### src/rtl/ipm2l_hsstlp_hs_sync_tx_v1_0.sv
// Source side of a toggle req/ack CDC handshake: captures a word, holds it on tx_data,
// toggles tx_req and waits for the synchronized far-end ack toggle to match.
module ipm2l_hsstlp_hs_sync_tx_v1_0 #(
   parameter int DW          = 8,
   parameter int SYNC_STAGES = 2,
   parameter int TIMEOUT_CYC = 1024,
   parameter int CNT_W       = 16
) (
   input  logic             clk,
   input  logic             rst,
   input  logic             s_valid,
   input  logic [DW-1:0]    s_data,
   output logic             s_ready,
   input  logic             ack_async,
   output logic             tx_req,
   output logic [DW-1:0]    tx_data,
   output logic             busy,
   output logic             err_timeout,
   output logic             err_proto,
   input  logic             err_clr,
   output logic [CNT_W-1:0] xfer_cnt
);

   localparam int WCW = (TIMEOUT_CYC > 0) ? $clog2(TIMEOUT_CYC + 1) : 1;
   localparam logic [WCW-1:0] WC_MAX = WCW'(TIMEOUT_CYC);

   typedef enum logic [1:0] {IDLE, LOAD, WAIT} state_t;

   state_t                 state, state_nxt;
   logic [SYNC_STAGES-1:0] ack_sr;
   logic                   ack_sync;
   logic [WCW-1:0]         wait_cnt;
   logic                   done;
   logic                   to_hit;
   logic                   proto_hit;

   assign ack_sync  = ack_sr[SYNC_STAGES-1];
   assign s_ready   = (state == IDLE);
   assign busy      = (state != IDLE);
   assign done      = (state == WAIT) && (ack_sync == tx_req);
   // Fires on the edge where the wait counter reaches TIMEOUT_CYC, and keeps firing once saturated.
   assign to_hit    = (TIMEOUT_CYC > 0) && (state == WAIT) && !done && (wait_cnt >= WC_MAX - 1'b1);
   assign proto_hit = ((state == IDLE) || (state == LOAD)) && (ack_sync != tx_req);

   always_comb begin
      state_nxt = state;
      case (state)
         IDLE:    if (s_valid) state_nxt = LOAD;
         LOAD:    state_nxt = WAIT;
         WAIT:    if (done) state_nxt = IDLE;
         default: state_nxt = IDLE;
      endcase
   end

   always_ff @(posedge clk) begin
      if (rst) begin
         state       <= IDLE;
         ack_sr      <= '0;
         tx_req      <= 1'b0;
         tx_data     <= '0;
         wait_cnt    <= '0;
         err_timeout <= 1'b0;
         err_proto   <= 1'b0;
         xfer_cnt    <= '0;
      end else begin
         state  <= state_nxt;
         ack_sr <= {ack_sr[SYNC_STAGES-2:0], ack_async};
         if ((state == IDLE) && s_valid)
            tx_data <= s_data;
         if (state == LOAD)
            tx_req <= ~tx_req;
         if (state == WAIT) begin
            if (done)
               wait_cnt <= '0;
            else if (wait_cnt != WC_MAX)
               wait_cnt <= wait_cnt + 1'b1;
         end
         if (done)
            xfer_cnt <= xfer_cnt + 1'b1;
         // A new error condition takes priority over a simultaneous clear.
         err_timeout <= to_hit    | (err_timeout & ~err_clr);
         err_proto   <= proto_hit | (err_proto   & ~err_clr);
      end
   end

endmodule

### config.mk
export PLATFORM = sky130hd
export DESIGN_NAME = ipm2l_hsstlp_hs_sync_tx_v1_0
export DESIGN_NICKNAME = d
export VERILOG_FILES = /design/src/rtl/ipm2l_hsstlp_hs_sync_tx_v1_0.sv
export SDC_FILE = /design/constraint.sdc
export NUM_CORES = 1
export LEC_CHECK = 0
export BUFFER_PORTS_ARGS = -buffer_cell sky130_fd_sc_hd__buf_2
export CORE_MARGIN = 1
export CORE_UTILIZATION = 30
export CTS_CLUSTER_DIAMETER = 120
export DETAILED_ROUTE_END_ITERATION = 8
export GPL_ROUTABILITY_DRIVEN = 0
export SLEW_MARGIN = 20
export SYNTH_ARGS = -nofsm -noshare
export SYNTH_HDL_FRONTEND = slang
export SYNTH_SLANG_ARGS = --single-unit
### constraint.sdc
create_clock -name clk -period 2.2 [get_ports clk]
set_input_delay 0.11 -clock clk [delete_from_list [all_inputs] [get_ports clk]]
set_output_delay 0.11 -clock clk [all_outputs]
set_load 0.03 [all_outputs]
==> summary.txt, run 1 <==
STA
  • Setup violators final: 0
  • Final hold vios: 0
  • Final worst-path cycle share: 90.8%
  • Worst-Margin Slew: 0.744 ns
  • Rel. slew slack: 50.0%
  • Worst Skew: 0.00693 ns
  • Fmax: 501 MHz
  • Max-slew violations: 0
  • Total Neg Setup Slack: 0 ns
  • Worst hold-check slack: 0.0188 ns
  • RSZ-0062 raised after global routing: false
  • Minimum clock period: 2.00 ns

Finish
  • Cell area after layout: 2290 µm²
  • Nets: 283
  • P&R area growth vs syn: 22.3%
  • Number of inserted diodes: 0
  • Core Util, Final: 38.4%
  • Final Non-Filler Cells: 343
  • Layout cell share with drive strength beyond 1: 22.0%

Detailed routing
  • Per-cell routed wire length: 11.8 µm
  • Via count: 1638
  • Final ANT Viol Nets: 0
  • Post-Route WL: 4.05 mm
  • Drt first pass iters: 4
  • Initial DRC count: 150
  • DRC: 0
  • Vias per inst: 4.78

Critical path
  • CP arrival: 2.23 ns
  • Setup CP Type: reg2reg
  • Crit-path max FO: 9
  • Crit path from: state[1]
  • R2r setup slk: 0.20 ns
  • Worst r2r src: state[1]
  • Setup crit end kind: register
  • Startpoint Class: register
  • FF-to-FF path depth: 4
  • Critical path required time: 2.44 ns

Pwr
  • Pint: 1.17 mW
  • Pwr dens: 684 nW/µm²
  • Worst VDD drop: 0.397 mV
  • Sw power: 398 µW
  • P_leak: 0.925 nW
  • Switch share: 25.4%
  • Logic pwr share: 10.0%
  • Reg power frac: 50.5%
  • Clock share of power: 39.5%

Global route
  • GR Overflow Total: 0
  • Initial antenna violation count: 0
  • Vias in the first global route: 1439
  • Total GRT Usage: 13.1%
  • First-pass GRT wire length: 6.59 mm
  • Largest net degree at the start of global routing: 22

Synthesis
  • Synth Area in Adders: 2.01%
  • Area leader, netlist: dfxtp_1
  • Seq/Total Area, Yosys: 44.9%
  • Post-Synth Simple-Gate Area: 29.2%
  • Synth Flop Type: dfxtp_1
  • Compound-cell area share of the yosys netlist: 10.1%
  • Syn avg cell area: 8.39 µm²
  • Commonest cells in the netlist: 42 x dfxtp_1, 29 x nand2_1, 23 x nor2_1, 21 x a21oi_1, 14 x xnor2_1
  • Top cells by area, synth: dfxtp_1 45%, xnor2_1 6.6%, nand2_1 5.8%
  • Flip-flop and latch count after synthesis: 42
  • Synth Area in XOR/XNOR: 8.43%
  • Net Count, Synth: 239
  • Mapped Area: 1870 µm²
  • Netlist cell types: 36
  • Post-synthesis mux area share: 1.61%
  • Yosys warns: 0
  • Post-synth EDFFs: 0
  • Post-synth top area share: 44.9%
  • Post-Synthesis Cells: 223
  • Largest family of logic cells by synthesized area: simple AND/OR/NAND/NOR gates
  • Most instantiated library cell after synthesis: dfxtp_1
  • Asr flop ratio synth: 0%

Floorplanning
  • Area of the die: 6550 µm²
  • Ports: 42
  • FP Rows: 28
  • Core Region: 5960 µm²
  • Initial Util: 31.4%
  • Die Y: 81.0 µm
  • Die W: 81.0 µm

Place
  • Post-DP HPWL: 2.95 mm
  • # port buffers: 41
  • Post-Place Cells: 335
  • Placed Area: 2170 µm²

Worst hold path
  • Hold Crit Start: ack_async
  • Hold Crit Depth: 2
  • Hold Path Class: in2reg

Clocking
  • Clock buffer depth: 2
  • Clk slew on worst S/H paths: 0.08 ns
  • Root Buffer: clkbuf_8
  • CTS Sinks: 42
  • Clk_lat worst skew: 0.30 ns
  • CTS tree: yes
  • H-tree depth: 2
  • Num CTS Buffers: 5

Run
  • Total of max-cap violations: 0

Run status
  • Status: completed
-- path summary, 6_finish.rpt --
check	end
setup / recovery	xfer_cnt[15]
hold / removal	ack_sr[0]
setup reg to reg	xfer_cnt[15]
hold reg to reg	ack_sr[1]
-- cell type report --
cell class,count,area [µm²]
multi-input combinational,163,967
inverter,10,37.5
sequential,42,841
fill,633,3670
clock inverter,3,43.8
tap,75,93.8
timing repair buffer,45,235
clock buffer,5,68.8
-- metal layers --
layer,track usage (%),vias to the layer above,share of wire [%]
li1,-,855,-
met3,4.38,8,6.3
met1,17.6,723,48
met4,5.71,0,2.3
met5,0,-,0
met2,19.0,52,43
-- cells in the final DEF, fill, tap and decap left out, types with 2 or more instances in the layout --
master,n
dfxtp_1,42
o31ai_1,2
nor2b_1,3
buf_4,4
nor4_1,2
xnor2_1,14
inv_1,10
or4_1,3
clkbuf_8,5
a21oi_1,21
mux2i_1,3
nor3_1,9
buf_2,41
xor2_1,4
nand3_1,12
or3_1,5
nand2_1,29
nand4_1,6
nor2_1,23
and4_1,2
o21ai_0,5
ha_1,3
a32o_1,2
-- power groups by stage --
| stage | clock, mW | sequential (mW) | combinational, mW |
|---|---|---|---|
| 5_1_grt | 0.669 | 0.793 | 0.172 |
| 3_5_place_dp | 0 | 0.808 | 0.158 |
| 3_3_place_gp | 0 | 0.808 | 0.159 |
| 6_report | 0.619 | 0.791 | 0.156 |
| 4_1_cts | 0.640 | 0.791 | 0.158 |
| 2_1_floorplan | 0 | 0.836 | 0.0780 |
-- registers in the layout (all words and copies together) (netlist names) --
name and cells:
tx_data 8, ack_sr 2, state 2, err_proto 1, xfer_cnt 16, wait_cnt 11
err_timeout 1, tx_req 1
-- critical path: stages, from the launching register on --
cell and delay (ns):
dfxtp_1 0.48, nand4b_4 0.18, or4_1 0.68, or4_1 0.44, a21oi_1 0.14
-- cells by family (layout without fill, tap and decap cells) --
family	Yosys count	in the layout
buffers and inverters	18	63
multiplexers	3	3
AND/OR/NAND/NOR	106	106
AO/OA/AOI/OAI	33	33
flip-flops	42	42
XOR/XNOR	18	18
adder cells (fa/ha/maj)	3	3
-- per-stage QoR --
step	setup slack, ns	total power, mW
4_1_cts	0.184	1.59
2_1_floorplan	0.200	0.914
6_report	0.203	1.57
3_3_place_gp	0.224	0.966
3_5_place_dp	0.199	0.967
5_1_grt	0.0653	1.63
-- repair_timing --
action / CTS / global route
endpoints found under the setup margin: 0 / 1
hold buffers: 0 / 0
gates resized for setup: 0 / 1
buffers inserted: 0 / 0
No activity file was read; power rests on OpenSTA's default activity.
==> inputs of run 2 (changes only) <==
CORE_UTILIZATION = 53   (was 30)
PLACE_DENSITY = 0.78   (was unset)
clock period = 1.9 ns   (was 2.2 ns; I/O delays follow)
==> run 2 against run 1 <==
Against the previous run:
- via count grew 8.3%
- clock skew shrank 0.0017 ns
- final area grew 5.3%
- critical path type unchanged
- critical endpoint is now wait_cnt[2]
==> summary.txt, run 2 (synthesis results as in run 1) <==
Run status
  • Status: completed (unchanged)

Detailed routing
  • Initial DRC count: 81 (was 150)
  • DRC: 0 (unchanged)
  • Met3 WL: 222 µm (was 257 µm)
  • Drt first pass iters: 7 (was 4)
  • Max Used Layer: met4 (unchanged)
  • Via count: 1774 (was 1638)
  • WL met2: 2.08 mm (was 1.76 mm)
  • DRT met1 WL: 1.81 mm (was 1.94 mm)
  • Final ANT Viol Nets: 0 (unchanged)
  • Per-cell routed wire length: 12.4 µm (was 11.8 µm)
  • Vias per inst: 5.26 (was 4.78)
  • Post-Route WL: 4.18 mm (was 4.05 mm)

Finish
  • Largest registers: xfer_cnt (16), wait_cnt (11), tx_data (8) (unchanged)
  • Most frequent cells in the layout: 41 x buf_2, 37 x dfxtp_1, 29 x nand2_1 (was 42 x dfxtp_1, 41 x buf_2, 29 x nand2_1)
  • Commonest non-fill, non-tap cell in the layout: buf_2 (was dfxtp_1)
  • Most flops, register: xfer_cnt (unchanged)
  • Largest register FFs: 16 (unchanged)
  • Nets: 307 (was 283)
  • Layout cell share with drive strength beyond 1: 26.8% (was 22.0%)
  • P&R area growth vs syn: 28.8% (was 22.3%)
  • Number of inserted diodes: 0 (unchanged)
  • Filler cells: 286 (was 633)

Run
  • Total of max-cap violations: 0 (unchanged)

Clocking
  • Clk slew on worst S/H paths: 0.11 ns (was 0.08 ns)
  • Clock buffer depth: 2 (unchanged)
  • CTS tree: yes (unchanged)
  • Root Buffer: clkbuf_4 (was clkbuf_8)
  • H-tree depth: 2 (unchanged)
  • CTS Sinks: 42 (unchanged)
  • Num CTS Buffers: 5 (unchanged)
  • Clk_lat worst skew: 0.34 ns (was 0.30 ns)
  • Postcts setup bufs: 0 (unchanged)

Floorplanning
  • FP Rows: 21 (was 28)
  • Die Y: 61.4 µm (was 81.0 µm)
  • Ports: 42 (unchanged)
  • Initial Util: 55.6% (was 31.4%)
  • Die W: 61.4 µm (was 81.0 µm)
  • Area of the die: 3770 µm² (was 6550 µm²)
  • Core Region: 3360 µm² (was 5960 µm²)

Worst hold path
  • Hold Crit Start: rst (was ack_async)
  • WHS Endpoint: xfer_cnt[1] (was ack_sr[0])
  • Hold Path Class: in2reg (unchanged)
  • Hold Crit Depth: 2 (unchanged)

Pwr
  • P_leak: 1.01 nW (was 0.925 nW)
  • Total design power: 1.54 mW (was 1.57 mW)
  • Worst VDD drop: 0.491 mV (was 0.397 mV)
  • Pwr dens: 637 nW/µm² (was 684 nW/µm²)

Global route
  • First-pass GRT wire length: 6.51 mm (was 6.59 mm)
  • GR Overflow Total: 0 (unchanged)
  • Largest net degree at the start of global routing: 27 (was 22)
  • Vias in the first global route: 1457 (was 1439)
  • Total GRT Usage: 23.7% (was 13.1%)
  • Initial antenna violation count: 0 (unchanged)

Critical path
  • Setup crit end kind: register (unchanged)
  • Crit-path max FO: 3 (was 9)
  • Critical path required time: 2.15 ns (was 2.44 ns)
  • Setup CP Type: reg2reg (unchanged)
  • FF-to-FF End: wait_cnt[2] (was xfer_cnt[15])
  • Crit path from: wait_cnt[0] (was state[1])
  • FF-to-FF path depth: 6 (was 4)
  • CP arrival: 2.04 ns (was 2.23 ns)
  • R2r setup slk: 0.11 ns (was 0.20 ns)
  • Startpoint Class: register (unchanged)
  • Worst r2r src: wait_cnt[0] (was state[1])

Place
  • Post-DP HPWL: 2.95 mm (about the same)
  • DP Worst Slack: -0.0607 ns (was 0.199 ns)
  • # port buffers: 41 (unchanged)

STA
  • Max-slew violations: 0 (unchanged)
  • RSZ-0062 raised after global routing: false (unchanged)
  • Total Neg Setup Slack: 0 ns (unchanged)
  • Rel. slew slack: 66.6% (was 50.0%)
  • Final hold vios: 0 (unchanged)
  • Worst-Margin Slew: 0.498 ns (was 0.744 ns)
  • Worst hold-check slack: 0.0308 ns (was 0.0188 ns)
  • Setup violators final: 0 (unchanged)
  • Final worst-path cycle share: 94.4% (was 90.8%)
  • Worst Setup Slack, final: 0.107 ns (was 0.203 ns)
  • Worst Skew: 0.00524 ns (was 0.00693 ns)
  • Fmax: 558 MHz (was 501 MHz)
  • Minimum clock period: 1.79 ns (was 2.00 ns)
## run 2: changes by cell type in the layout (fill, tap and decap cells not counted), sizes merged
cell	delta
dlygate4sd3	+9
clkinv	-1
clkbuf	+2
buf	+15
bufinv	-1
inv	-1
## run 2: per-layer routing
layer / vias up / global-route usage [%]
li1: 906 / -
met1: 808 / 29.5
met2: 53 / 40.2
met3: 7 / 6.30
met4: 0 / 7.62
met5: - / 0
## run 2: power by group
| group | internal (mW) | switching (mW) | total (mW) | leakage (nW) |
|---|---|---|---|---|
| combinational | 0.0800 | 0.134 | 0.214 | 0.644 |
| clock | 0.140 | 0.269 | 0.408 | 0.0254 |
| sequential | 0.902 | 0.0113 | 0.913 | 0.343 |
## run 2: timing repair
action | CTS | global route
gates resized for setup | 2 | 2
hold buffers | 9 | 0
endpoints found under the setup margin | 3 | 5
endpoints found under the hold margin | 9 | 0
pin swaps | 0 | 1
## run 2: worst max-delay path, cell delays in order, from the launching register on
cell	delay, ns
dfxtp_1	0.33
inv_1	0.07
ha_1	0.13
or4b_2	0.63
nor4_4	0.20
a21oi_2	0.13
a32o_1	0.21
## run 2: layout make-up
| class | count | area [µm²] | share of cell area, % |
|---|---|---|---|
| Multi-Input combinational cell | 163 | 983 | 40.8 |
| Sequential cell | 42 | 847 | 35.2 |
| Timing Repair Buffer | 69 | 438 | 18.2 |
| Tap cell | 46 | 57.6 | 2.39 |
| Clock buffer | 7 | 45.0 | 1.87 |
| Inverter | 10 | 37.5 | 1.56 |
## run 2: per-stage QoR
stage | cell area, µm² | cells | util [%]
floorplan | 1880 | 223 | -
global placement | 2250 | 321 | 66.9
detailed placement | 2250 | 321 | 66.9
CTS | 2400 | 337 | 71.2
global route | 2410 | 337 | 71.6
finish | 2410 | 337 | 71.6
## run 2: how the worst max path moves through the flow
stage	depth (start not counted)	end	slack, ns
2_1_floorplan	6	wait_cnt[2]	0.01
3_3_place_gp	6	wait_cnt[2]	0.02
3_5_place_dp	6	wait_cnt[2]	-0.06
4_1_cts	6	wait_cnt[2]	0.006
5_1_grt	6	wait_cnt[2]	0.02
6_report	6	wait_cnt[2]	0.11
